<file path="config.mk">
export PLATFORM = sky130hd
export DESIGN_NAME = iob_down_counter_flat
export DESIGN_NICKNAME = d
export VERILOG_FILES = /design/src/rtl/iob_down_counter_if.sv /design/src/rtl/iob_down_counter.sv /design/src/flat_wrapper.sv
export SDC_FILE = /design/constraint.sdc
export NUM_CORES = 1
export LEC_CHECK = 0
export ABC_CLOCK_PERIOD_IN_PS = 3400
export BUFFER_PORTS_ARGS = -buffer_cell sky130_fd_sc_hd__buf_2
export CORE_AREA = 2 2 74 76
export DETAILED_ROUTE_END_ITERATION = 7
export DIE_AREA = 0 0 76 78
export HOLD_SLACK_MARGIN = 0.08
export PLACE_DENSITY = 0.82
export SYNTH_ARGS = -nofsm -noshare
export SYNTH_HDL_FRONTEND = slang
export SYNTH_SLANG_ARGS = --single-unit
export TNS_END_PERCENT = 100
</file>
<file path="constraint.sdc">
create_clock -name clk -period 3.4 [get_ports clk]
set_input_delay 0.34 -clock clk [delete_from_list [all_inputs] [get_ports clk]]
set_output_delay 0.34 -clock clk [all_outputs]
set_load 0.05 [all_outputs]
</file>
<file path="src/rtl/iob_down_counter_if.sv">
// iob_down_counter_if: load handshake, control and status bundle for iob_down_counter
interface iob_down_counter_if #(
  parameter int DATA_W  = 32,
  parameter int PRESC_W = 8
);
  logic               en;
  logic [PRESC_W-1:0] presc;
  logic               load_valid;
  logic               load_ready;
  logic [DATA_W-1:0]  load_data;
  logic [DATA_W-1:0]  data_out;
  logic               busy;
  logic               done;
  modport master (
    output en, presc, load_valid, load_data,
    input  load_ready, data_out, busy, done
  );
  modport slave (
    input  en, presc, load_valid, load_data,
    output load_ready, data_out, busy, done
  );
endinterface

</file>
<file path="src/rtl/iob_down_counter.sv">
// iob_down_counter: loadable prescaled down-counter with one-cycle done pulse at terminal count
// Define IOB_DOWN_COUNTER_RELOAD_EN for periodic reload instead of one-shot operation.
module iob_down_counter #(
  parameter int DATA_W  = 32,
  parameter int PRESC_W = 8
) (
  input logic clk,
  input logic arst,
  input logic rst,
  iob_down_counter_if.slave bus
);
  typedef enum logic {IDLE, RUN} state_t;
  state_t             state_q, state_d;
  logic [DATA_W-1:0]  cnt_q, cnt_d;
  logic [PRESC_W-1:0] pc_q, pc_d;
  logic               done_q, done_d;
  logic               tick, term;
`ifdef IOB_DOWN_COUNTER_RELOAD_EN
  logic [DATA_W-1:0]  rld_q, rld_d;
`endif
  assign tick = bus.en && pc_q == bus.presc;
  assign term = tick && cnt_q == DATA_W'(1);
  always_comb begin
    state_d = state_q;
    cnt_d   = cnt_q;
    pc_d    = pc_q;
    done_d  = 1'b0;
`ifdef IOB_DOWN_COUNTER_RELOAD_EN
    rld_d   = rld_q;
`endif
    if (state_q == IDLE) begin
      if (bus.load_valid) begin
        cnt_d   = bus.load_data;
        pc_d    = '0;
        state_d = bus.load_data != '0 ? RUN : IDLE;
        done_d  = bus.load_data == '0;
`ifdef IOB_DOWN_COUNTER_RELOAD_EN
        rld_d   = bus.load_data;
`endif
      end
    end else if (bus.en) begin
      pc_d   = tick ? '0 : pc_q + 1'b1;
      done_d = term;
`ifdef IOB_DOWN_COUNTER_RELOAD_EN
      cnt_d  = term ? rld_q : tick ? cnt_q - 1'b1 : cnt_q;
`else
      cnt_d   = tick ? cnt_q - 1'b1 : cnt_q;
      state_d = term ? IDLE : RUN;
`endif
    end
    // synchronous clear overrides everything, including a pending load
    if (rst) begin
      state_d = IDLE;
      cnt_d   = '0;
      pc_d    = '0;
      done_d  = 1'b0;
`ifdef IOB_DOWN_COUNTER_RELOAD_EN
      rld_d   = '0;
`endif
    end
  end
  always_ff @(posedge clk or posedge arst) begin
    if (arst) begin
      state_q <= IDLE;
      cnt_q   <= '0;
      pc_q    <= '0;
      done_q  <= 1'b0;
`ifdef IOB_DOWN_COUNTER_RELOAD_EN
      rld_q   <= '0;
`endif
    end else begin
      state_q <= state_d;
      cnt_q   <= cnt_d;
      pc_q    <= pc_d;
      done_q  <= done_d;
`ifdef IOB_DOWN_COUNTER_RELOAD_EN
      rld_q   <= rld_d;
`endif
    end
  end
  assign bus.load_ready = state_q == IDLE;
  assign bus.busy       = state_q == RUN;
  assign bus.data_out   = cnt_q;
  assign bus.done       = done_q;
endmodule

</file>
<file path="src/flat_wrapper.sv">
// flat-port wrapper written by rule: the top's interface ports become plain ports
module iob_down_counter_flat 
#(
  parameter int DATA_W  = 32,
  parameter int PRESC_W = 8
)
  (clk, arst, rst, bus_en, bus_presc, bus_load_valid, bus_load_data, bus_load_ready, bus_data_out, bus_busy, bus_done);
  iob_down_counter_if #(.DATA_W(DATA_W), .PRESC_W(PRESC_W)) bus_i ();
  input logic clk;
  input logic arst;
  input logic rst;
  input wire logic [$bits(bus_i.en)-1:0] bus_en;
  input wire logic [$bits(bus_i.presc)-1:0] bus_presc;
  input wire logic [$bits(bus_i.load_valid)-1:0] bus_load_valid;
  input wire logic [$bits(bus_i.load_data)-1:0] bus_load_data;
  output wire logic [$bits(bus_i.load_ready)-1:0] bus_load_ready;
  output wire logic [$bits(bus_i.data_out)-1:0] bus_data_out;
  output wire logic [$bits(bus_i.busy)-1:0] bus_busy;
  output wire logic [$bits(bus_i.done)-1:0] bus_done;
  assign bus_i.en = bus_en;
  assign bus_i.presc = bus_presc;
  assign bus_i.load_valid = bus_load_valid;
  assign bus_i.load_data = bus_load_data;
  assign bus_load_ready = bus_i.load_ready;
  assign bus_data_out = bus_i.data_out;
  assign bus_busy = bus_i.busy;
  assign bus_done = bus_i.done;
  iob_down_counter #(.DATA_W(DATA_W), .PRESC_W(PRESC_W)) u_core (.clk(clk), .arst(arst), .rst(rst), .bus(bus_i));
endmodule
</file>
==> impl_metrics.py <==
metrics = {
    "die": {
        "starting_density_of_the_core": 0.547,
        "boundaryPins": 80,
        "floorplan.rows": 26,
        "die_h_um": 78,
        "die_w_um": 76,
        "design.core.area_sq_um": 5040,
        "die_area_sq_um": 5930,
    },
    "finish": {
        "final_area_sq_um": 3310,
        "area_delta_synth_final_pct": 20.0,
        "antennaDiodeCount": 0,
        "final_net_count": 453,
        "fraction_of_final_layout_cells_sized_beyond_drive_strength_1": 0.254,
    },
    "logic_synthesis": {
        "fraction_of_synthesis_flops_using_an_asynchronous_set_or_reset_pin": 1.00,
        "mean_post_synth_cell_area_sq_um": 8.38,
        "synth-edff-count": 0,
        "synth_area_leader": "sky130_fd_sc_hd__dfrtp_1",
        "post_synth_main_area_contributors": "sky130_fd_sc_hd__dfrtp_1 (38%), sky130_fd_sc_hd__o21ai_0 (6.5%), sky130_fd_sc_hd__nor2_1 (4.8%), sky130_fd_sc_hd__a21oi_1 (4.5%), sky130_fd_sc_hd__xor2_1 (4.1%)",
        "synth.net_count": 377,
        "synth.ff_latch_count": 42,
        "synth_sequential_area_ratio": 0.381,
        "postSynthCellCount": 329,
        "yosys.area.top_type_share": 0.381,
        "post_synth_instance_area_sq_um": 2760,
        "ys_warn_count": 0,
        "synthDistinctLibCells": 51,
        "dominantRegCellSynth": "sky130_fd_sc_hd__dfrtp_1",
    },
    "cts": {
        "source_to_sink_clock_delay_at_the_later_pin_of_the_worst_skew_pair_ns": 0.31,
        "cts_resized": 0,
        "clock-root-buffer": "sky130_fd_sc_hd__clkbuf_8",
        "clkSinkCount": 42,
        "htreeDepth": 2,
        "cts-buffers-inserted": 5,
        "max-clock-path-buffers": 2,
        "cts_hold_repair.buffers": 0,
        "clk_pin_slew_worst_paths_ns": 0.09,
        "clock_tree_from_tritoncts": "yes",
        "postCtsSetupBuffers": 0,
    },
    "sta": {
        "final.setup.worst_slack_ns": 0.702,
        "timing.setup.tns_ns": 0,
        "unrepaired_setup_endpoints_after_global_routing": "false",
        "worst_slew_pin_slew_ns": 0.994,
        "final_period_minus_worst_setup_slack_ns": 2.70,
        "setup_viol": 0,
        "fin_worst_skew_ns": 0.0103,
        "slew_headroom": 0.337,
        "achievable-frequency_mhz": 371,
        "final.period_utilization": 0.793,
        "final_hold_viol_count": 0,
        "min_hold_slack_ns": 0.257,
        "report.final.slew_viol_count": 0,
    },
    "routing": {
        "drt.antenna.violating_nets": 0,
        "drt_first_iter_violations": 262,
        "average_routed_wire_per_standard_cell_um": 17.6,
        "drc": 0,
        "via_count": 2977,
        "detail_route.wirelength_um": 8400,
        "via_per_inst": 6.25,
        "first_pass_iters": 5,
    },
    "place": {
        "routabilityCongestion": 0.950,
        "instance_area_after_placement_sq_um": 3220,
        "place_ws_ns": 0.747,
        "port_buffers": 79,
        "dp_hpwl_um": 6070,
    },
    "grt": {
        "antenna_violations_before_repair": 0,
        "via_count_of_the_first_global_routing_pass": 2923,
        "track_usage": 0.297,
        "grt-ovfl-total": 0,
        "grt_first_pass_wirelength_um": 14200,
        "largest_net_degree_at_the_start_of_global_routing": 26,
    },
    "critical_path": {
        "critPathArrivalTime_ns": 2.89,
        "worstPathRequired_ns": 3.59,
        "cpMaxStageDelayCell": "sky130_fd_sc_hd__or3b_1",
        "timing.critical_path.from_type": "flip-flop",
        "worst-setup-path-type": "flip-flop to flip-flop",
        "cp.buffers_inverters": 1,
        "crit_path_end_kind": "flip-flop",
        "crit_family": "simple AND/OR/NAND/NOR gates",
        "timing.critical_path.fanout_max": 8,
        "cp_slowest_stage_delay_ns": 0.49,
        "cells_along_the_critical_path": "inv_1 > ha_1 > or3b_1 > nor4_4 > nand4_1 > nor3_1 > o21ai_0 > a21o_1",
    },
    "power_and_ir_drop": {
        "leakage_nw": 1.59,
        "irDropWorstVdd_v": 0.000235,
        "power-per-cell-area_nw_per_um2": 422,
        "design_power_total_w": 0.00140,
    },
    "run_status": {
        "run_status": "complete, no violations",
    },
    "flow_run": {
        "cap_violations": 0,
    },
    "min_path": {
        "hold_class": "input port to asynchronous set/reset pin",
    },
}
-- synthesized netlist by cell type (2+ instances only) --
master and number:
sky130_fd_sc_hd__a22o_1 4, sky130_fd_sc_hd__or4_4 4, sky130_fd_sc_hd__nor2_1 35, sky130_fd_sc_hd__and2_0 2, sky130_fd_sc_hd__or3_1 9, sky130_fd_sc_hd__and3_1 5, sky130_fd_sc_hd__o31a_1 2, sky130_fd_sc_hd__clkbuf_1 12
sky130_fd_sc_hd__o21ai_0 36, sky130_fd_sc_hd__a221o_1 2, sky130_fd_sc_hd__nand4_1 9, sky130_fd_sc_hd__nand2b_1 3, sky130_fd_sc_hd__xnor2_1 5, sky130_fd_sc_hd__or4_1 4, sky130_fd_sc_hd__nand2_1 25, sky130_fd_sc_hd__and4b_1 2
sky130_fd_sc_hd__ha_1 3, sky130_fd_sc_hd__nor2b_1 3, sky130_fd_sc_hd__mux2i_1 2, sky130_fd_sc_hd__nor4_1 12, sky130_fd_sc_hd__a21oi_1 25, sky130_fd_sc_hd__or3_2 2, sky130_fd_sc_hd__a21o_1 2, sky130_fd_sc_hd__buf_2 3
sky130_fd_sc_hd__a21boi_0 2, sky130_fd_sc_hd__nor4b_1 2, sky130_fd_sc_hd__nand3_1 8, sky130_fd_sc_hd__inv_1 8, sky130_fd_sc_hd__o31ai_1 3, sky130_fd_sc_hd__a31oi_1 4, sky130_fd_sc_hd__xor2_1 13, sky130_fd_sc_hd__o22ai_1 3
sky130_fd_sc_hd__nor3_1 14, sky130_fd_sc_hd__a22oi_1 3, sky130_fd_sc_hd__dfrtp_1 42
-- final cells by class --
class,count,area [sq um]
timing repair buffer,84,433
fill,449,1730
multi-input combinational,264,1620
tap,70,87.6
clock inverter,1,5.00
sequential,42,1050
inverter,8,30.0
clock buffer,7,86.3
-- metrics by stage --
stage | instances | utilization
global placement | 468 | 0.638
CTS | 476 | 0.656
floorplan | 329 | -
global route | 476 | 0.656
finish | 476 | 0.656
detailed placement | 468 | 0.638
-- worst register-to-register path: stages, from the launching register on --
cell,delay [ns]
sky130_fd_sc_hd__dfrtp_1,0.44
sky130_fd_sc_hd__inv_1,0.12
sky130_fd_sc_hd__ha_1,0.19
sky130_fd_sc_hd__or3b_1,0.49
sky130_fd_sc_hd__nor4_4,0.46
sky130_fd_sc_hd__nand4_1,0.33
sky130_fd_sc_hd__nor3_1,0.28
sky130_fd_sc_hd__o21ai_0,0.10
sky130_fd_sc_hd__a21o_1,0.20
-- metal layers --
metal / vias up / GRT usage / wire (um)
met3: 26 / 0.0570 / 549
met2: 146 / 0.473 / 3880
met4: 0 / 0.144 / 250
met1: 1415 / 0.393 / 3720
li1: 1390 / - / -
met5: - / 0 / 0
-- cell usage in the layout, fill, tap and decap left out, types with 6 or more instances in the layout --
cell / instances
sky130_fd_sc_hd__buf_2: 79
sky130_fd_sc_hd__nand4_1: 9
sky130_fd_sc_hd__nand2_1: 25
sky130_fd_sc_hd__nor2_1: 35
sky130_fd_sc_hd__clkbuf_8: 6
sky130_fd_sc_hd__a21oi_1: 25
sky130_fd_sc_hd__inv_1: 8
sky130_fd_sc_hd__or3_1: 9
sky130_fd_sc_hd__o21ai_0: 36
sky130_fd_sc_hd__nor3_1: 14
sky130_fd_sc_hd__nand3_1: 8
sky130_fd_sc_hd__xor2_1: 13
sky130_fd_sc_hd__dfrtp_1: 42
sky130_fd_sc_hd__nor4_1: 12
-- power by group --
part / switching, W / internal (W)
combinational: 0.000320 / 0.000155
sequential: 0.0000485 / 0.000529
clock: 0.000179 / 0.000164
total: 0.000548 / 0.000848
-- path summary, 6_finish.rpt --
kind,endpoint,startpoint,slack (ns),cells past startpoint
setup reg to reg,u_core.bus.data_out[28]$_DFFE_PP0P_,u_core.bus.data_out[0]$_DFFE_PP0P_,0.70,8
hold reg to reg,u_core.bus.data_out[28]$_DFFE_PP0P_,u_core.bus.data_out[28]$_DFFE_PP0P_,0.52,1
hold / removal,u_core.bus.data_out[15]$_DFFE_PP0P_,arst,0.26,2
max in group asynchronous,u_core.bus.data_out[30]$_DFFE_PP0P_,arst,2.31,3
min in group clk,u_core.bus.data_out[17]$_DFFE_PP0P_,bus_load_data[17],0.27,3
setup / recovery,u_core.bus.data_out[28]$_DFFE_PP0P_,u_core.bus.data_out[0]$_DFFE_PP0P_,0.70,8
-- flip-flops by register name (all words and copies together) (netlist names) --
signal	flops
u_core.bus.done	1
u_core.bus.busy	1
u_core.bus.data_out	32
u_core.pc_q	8
-- cell families (layout without fill, tap and decap cells) --
kind of cell / Yosys count / in the layout / synth area share
buffers and inverters: 23 / 100 / 0.0327
AND/OR/NAND/NOR: 147 / 147 / 0.304
AO/OA/AOI/OAI: 94 / 94 / 0.204
multiplexers: 2 / 2 / 0.00726
adder cells (fa/ha/maj): 3 / 3 / 0.0136
flip-flops: 42 / 42 / 0.381
XOR/XNOR: 18 / 18 / 0.0572
Power figures use the tool's default switching activity.
